$ cat src/rtl/instr_mem_pkg.sv
// -----------------------------------------------------------------------------
// instr_mem_pkg
// Shared definitions for the instruction memory loader:
//   state_t        - loader/fetch FSM states
//   NOP_OPCODE     - byte presented to the CPU while no program is running
//   HALT_OPCODE    - halt opcode; also returned for addresses outside the program
//   DEFAULT_DEPTH  - default number of program bytes
//   fetch_hit()    - true when a PC falls inside the loaded program
// -----------------------------------------------------------------------------
package instr_mem_pkg;

   typedef enum logic [1:0] {
      IDLE   = 2'd0,
      LOAD   = 2'd1,
      RUN    = 2'd2,
      HALTED = 2'd3
   } state_t;

   localparam logic [7:0] NOP_OPCODE    = 8'h00;
   localparam logic [7:0] HALT_OPCODE   = 8'hF0;
   localparam int         DEFAULT_DEPTH = 32;

   // The full 8-bit PC is compared against the program length so that
   // addresses beyond the program (including pc >= DEPTH) never alias
   // into the RAM through the truncated read address.
   function automatic logic fetch_hit(input logic [7:0] pc,
                                      input logic [8:0] count);
      return ({1'b0, pc} < count);
   endfunction

endpackage

$ cat src/rtl/instr_mem_ram.sv
// -----------------------------------------------------------------------------
// instr_mem_ram
// DEPTH x 8 program RAM: synchronous write port, asynchronous read port.
// Contents are not reset.
// Ports:
//   clk    in   write clock, rising edge
//   we     in   write enable
//   waddr  in   write address (AW bits)
//   wdata  in   write byte
//   raddr  in   read address (AW bits)
//   rdata  out  read byte (combinational)
// -----------------------------------------------------------------------------
module instr_mem_ram #(
   parameter int DEPTH = 32,
   parameter int AW    = 5
) (
   input  logic          clk,
   input  logic          we,
   input  logic [AW-1:0] waddr,
   input  logic [7:0]    wdata,
   input  logic [AW-1:0] raddr,
   output logic [7:0]    rdata
);

   logic [7:0] mem [DEPTH];

   always_ff @(posedge clk) begin
      if (we) begin
         mem[waddr] <= wdata;
      end
   end

   assign rdata = mem[raddr];

endmodule

$ cat src/rtl/instr_mem_loader.sv
// -----------------------------------------------------------------------------
// instr_mem_loader
// Program memory for Master_System. A host streams a program in over a
// byte-wide valid/ready port; the block then serves registered fetches
// addressed by the CPU PC and freezes the stream once HALT is fetched.
// Ports:
//   CLK         in   clock, rising edge
//   CLB         in   synchronous active-high reset
//   load_start  in   pulse: begin or restart a program load
//   load_valid  in   load beat valid
//   load_data   in   load beat byte
//   load_last   in   final beat of the program
//   load_ready  out  beat accepted this cycle (high throughout LOAD)
//   pc          in   fetch address from the CPU
//   instr       out  registered fetched instruction
//   run         out  program loaded and executing
//   halted      out  HALT fetched, stream frozen
//   load_count  out  beats stored in the current program (0..DEPTH)
//   overflow    out  sticky: beats were discarded past DEPTH
// -----------------------------------------------------------------------------
module instr_mem_loader
   import instr_mem_pkg::*;
#(
   parameter int         DEPTH   = DEFAULT_DEPTH,
   parameter int         AW      = 5,
   parameter logic [7:0] NOP_OP  = NOP_OPCODE,
   parameter logic [7:0] HALT_OP = HALT_OPCODE
) (
   input  logic          CLK,
   input  logic          CLB,
   input  logic          load_start,
   input  logic          load_valid,
   input  logic [7:0]    load_data,
   input  logic          load_last,
   output logic          load_ready,
   input  logic [7:0]    pc,
   output logic [7:0]    instr,
   output logic          run,
   output logic          halted,
   output logic [AW:0]   load_count,
   output logic          overflow
);

   localparam logic [AW:0] FULL = DEPTH[AW:0];

   state_t        state, state_nxt;
   logic [AW-1:0] wptr, wptr_nxt;
   logic [AW:0]   count_nxt;
   logic          overflow_nxt;
   logic [7:0]    instr_nxt;
   logic          we;
   logic [7:0]    rdata;
   logic [7:0]    fetch;

   instr_mem_ram #(
      .DEPTH (DEPTH),
      .AW    (AW)
   ) u_ram (
      .clk   (CLK),
      .we    (we),
      .waddr (wptr),
      .wdata (load_data),
      .raddr (pc[AW-1:0]),
      .rdata (rdata)
   );

   always_ff @(posedge CLK) begin
      if (CLB) begin
         state      <= IDLE;
         wptr       <= '0;
         load_count <= '0;
         overflow   <= 1'b0;
         instr      <= NOP_OP;
      end else begin
         state      <= state_nxt;
         wptr       <= wptr_nxt;
         load_count <= count_nxt;
         overflow   <= overflow_nxt;
         instr      <= instr_nxt;
      end
   end

   always_comb begin
      state_nxt    = state;
      wptr_nxt     = wptr;
      count_nxt    = load_count;
      overflow_nxt = overflow;
      instr_nxt    = instr;
      we           = 1'b0;
      load_ready   = (state == LOAD);
      run          = (state == RUN);
      halted       = (state == HALTED);
      fetch        = fetch_hit(pc, 9'(load_count)) ? rdata : HALT_OP;

      // load_start wins over everything, including a beat presented in the
      // same cycle: that beat is dropped and the new program starts empty.
      if (load_start) begin
         state_nxt    = LOAD;
         wptr_nxt     = '0;
         count_nxt    = '0;
         overflow_nxt = 1'b0;
         instr_nxt    = NOP_OP;
      end else begin
         case (state)
            IDLE: begin
               instr_nxt = NOP_OP;
            end
            LOAD: begin
               instr_nxt = NOP_OP;
               if (load_valid) begin
                  if (load_count < FULL) begin
                     we        = 1'b1;
                     wptr_nxt  = wptr + 1'b1;
                     count_nxt = load_count + 1'b1;
                  end else begin
                     overflow_nxt = 1'b1;
                  end
                  // A discarded final beat still ends the load.
                  if (load_last) begin
                     state_nxt = RUN;
                  end
               end
            end
            RUN: begin
               instr_nxt = fetch;
               if (fetch == HALT_OP) begin
                  state_nxt = HALTED;
               end
            end
            HALTED: begin
               instr_nxt = HALT_OP;
            end
            default: begin
               state_nxt = IDLE;
               instr_nxt = NOP_OP;
            end
         endcase
      end
   end

endmodule

$ cat config.mk
export PLATFORM = sky130hd
export DESIGN_NAME = instr_mem_loader
export DESIGN_NICKNAME = d
export VERILOG_FILES = /design/src/rtl/instr_mem_pkg.sv /design/src/rtl/instr_mem_ram.sv /design/src/rtl/instr_mem_loader.sv
export SDC_FILE = /design/constraint.sdc
export NUM_CORES = 1
export LEC_CHECK = 0
export CORE_ASPECT_RATIO = 0.6
export CORE_UTILIZATION = 55
export CTS_BUF_LIST = sky130_fd_sc_hd__clkbuf_4 sky130_fd_sc_hd__clkbuf_8 sky130_fd_sc_hd__clkbuf_16
export DETAILED_ROUTE_END_ITERATION = 8
export PLACE_DENSITY = 0.71
export SLEW_MARGIN = 15
export SYNTH_ARGS = -nofsm -noshare
export SYNTH_HDL_FRONTEND = slang
export SYNTH_SLANG_ARGS = --single-unit
$ cat constraint.sdc
create_clock -name CLK -period 5.05 [get_ports CLK]
set_input_delay 0.7575 -clock CLK [delete_from_list [all_inputs] [get_ports CLK]]
set_output_delay 0.7575 -clock CLK [all_outputs]
set_load 0.01 [all_outputs]
==> impl_metrics.ini <==
[layout]
drive_gt1_share_pct = 16.49
final_cells = 933
seqCellArea_um2 = 8128
diodes = 0
final_cell_area_um2 = 12470
multi_input_area_um2 = 2749
synthToLayoutAreaGrowth_pct = 12.38
fin_nets = 680
nFillCells = 1324

[critical_path]
critPathBufInv = 1
cp-start-kind = primary input
crit_path_max_incr_delay_ns = 0.98
endpoint_kind = flop
crit_path_top_delay_cell = clkdlybuf4s50_1
arrival_ns = 3.69
crit_family = compound AO/OA/AOI/OAI gates
required_ns = 5.48
path_class = in -> reg
worst-path-max-fanout = 23
worstPathCellList = clkdlybuf4s50_1 > nand2b_1 > nor2_1 > a22oi_1 > nand3_1 > a311oi_2 > a41oi_1 > o41ai_2

[power]
seqPwrFrac_pct = 53.7
p_leak_nw = 3.995
clock_power_share_pct = 41.5
switching_power_mw = 0.9686
combinationalPowerShare_pct = 4.8
power_density_nw_per_um2 = 375.6
switching_share_pct = 20.67
ir_worst_vdd_uv = 353.0
intPower_mw = 3.717

[yosys]
synth_area_leaders = edfxtp_1 69%, mux4_2 8.5%, dfxtp_1 4.0%
ys.flop_type = edfxtp_1
ys_ff_latch = 278
yosys.area.top_type = edfxtp_1
synthArstFlopShare_pct = 0
syn_nets = 635
synthCells = 604
synth_warnings = 0
synthDominantCellAreaShare_pct = 69.25
synth_edf_count = 256
synth_area_um2 = 11100
synth-seq-area-share_pct = 73.22
synth_cell_type_count = 56
synthMostInstantiatedCell = edfxtp_1
netlist_top_cells_count = 256 x edfxtp_1, 62 x nor2_1, 42 x mux4_2
synth.avg_cell_area_um2 = 18.38

[grt]
track_usage_pct = 26.10
grt_first_pass_wirelength_mm = 38.38
grt_max_degree = 44
grt-ovfl-total = 0
grt_pass1_vias = 5808
antenna_found_initial = 0

[sta]
min_period_ns = 3.258
slew_violations = 0
rsz0062_at_grt = false
worst_hold_slack_ns = 0.4945
period_share_pct = 64.51
relSlewSlack_pct = 44.78
finClkSkew_ns = 0.01115
setup_ws_ns = 1.792
tns_ns = 0
finalSetupViolations = 0
worst_pin_slew_ns = 0.8253
clock.fmax_mhz = 307.0
hold_viol = 0

[clock_tree]
cts_resized = 0
root_buffer = clkbuf_16
clkTransAtPathRegs_ns = 0.06
cts_buffer_depth = 3
cts-buffers-inserted = 25
cts_setup_buffers = 0
insertion_delay_ns = 0.53
postCtsHoldBufs = 0
cts_tree = built
cts.sinks = 278
htreeDepth = 1

[route]
drt-wirelength-per-cell_um = 27.45
dr_total_vias = 5936
wl_mm = 25.61
via_per_inst = 6.362
drc_errors = 0
drtAntennaViolNets = 0
drt_iter0_markers = 700
firstDrtPassIters = 5

[die]
core-area_um2 = 19370
fp-row-count = 39
pin_count = 39
initial_utilization_pct = 57.30
die_h_um = 112.0
die_w_um = 185.4
dieArea_um2 = 20770

[place]
placed_cell_area_um2 = 11650
place_hpwl_mm = 16.59
dpl_worst_slack_ns = 1.361
gp_congestion = 0.9362
place_inst = 888
port_buffers = 38

[worst_hold_path]
min_path_type = reg -> reg

[status]
outcome = finished, final reports clean

[job]
maxCapViolCount = 0
flip-flops by register name (all words and copies together), names as in the netlist:
| name | cells |
|---|---|
| state | 2 |
| instr | 8 |
| wptr | 5 |
| load_count | 6 |
| overflow | 1 |
| u_ram.mem | 256 |
power groups by stage:
stage / combinational [mW] / sequential [mW] / clock [mW]
floorplan: 0.128 / 2.57 / 0
global placement: 0.220 / 2.57 / 0
detailed placement: 0.222 / 2.57 / 0
CTS: 0.222 / 2.52 / 1.96
global route: 0.238 / 2.51 / 2.06
finish: 0.224 / 2.52 / 1.95
metal layers:
metal | global-route usage [%] | wire [um] | vias up
met5 | 0 | 0 | -
met4 | 4.573 | 371 | 0
met3 | 9.215 | 3214 | 32
met2 | 34.38 | 10480 | 332
met1 | 42.15 | 11550 | 3055
li1 | - | - | 2517
logic make-up after synthesis:
logic type | count (synthesis) | synth area share [%]
and+or+nand+nor | 139 | 5.872
AOI/OAI and AO/OA | 53 | 3.494
buffers and inverters | 37 | 2.018
xor gates and xnor gates | 8 | 0.6312
DFF | 278 | 73.22
muxes | 79 | 13.64
adders and majority gates | 10 | 1.127
per-stage QoR:
step           power (mW)  utilization [%]
6_report            4.686            64.39
4_1_cts             4.696            64.47
2_1_floorplan       2.694                -
5_1_grt             4.815            64.39
3_3_place_gp        2.789            60.27
3_5_place_dp        2.790            60.16
tightest hold or removal path, cell delays in order (launching register included):
cell     delay, ns
dfxtp_1       0.34
a31oi_1       0.05
nor2_1        0.07
final cells by class:
cell class                 count  share of cell area [%]
clock buffer                  27                   5.135
timing repair buffer          45                   3.149
sequential                   278                   65.16
multi-input combinational    289                   22.04
tap                          266                   2.668
inverter                      10                  0.3009
clock inverter                18                   1.555
worst paths after layout:
kind / startpoint / end / slack, ns / cells past startpoint
setup reg to reg: state[0] / u_ram.mem[27][1] / 2.15 / 6
setup / recovery: pc[4] / state[0] / 1.79 / 8
hold reg to reg: overflow / overflow / 0.49 / 2
hold / removal: overflow / overflow / 0.49 / 2
cell usage in the layout, fill, tap and decap left out, types with 8 or more instances in the layout:
cell / n
edfxtp_1: 256
nor2_1: 62
mux4_2: 42
clkdlybuf4s50_1: 29
nand2_1: 25
clkbuf_16: 25
mux2i_1: 23
dfxtp_1: 22
mux4_1: 12
nand3_1: 11
inv_1: 10
ha_1: 10
nor2b_1: 9
buf_4: 9
clkinv_2: 8
Note: power is estimated with default switching activity, not from simulation.
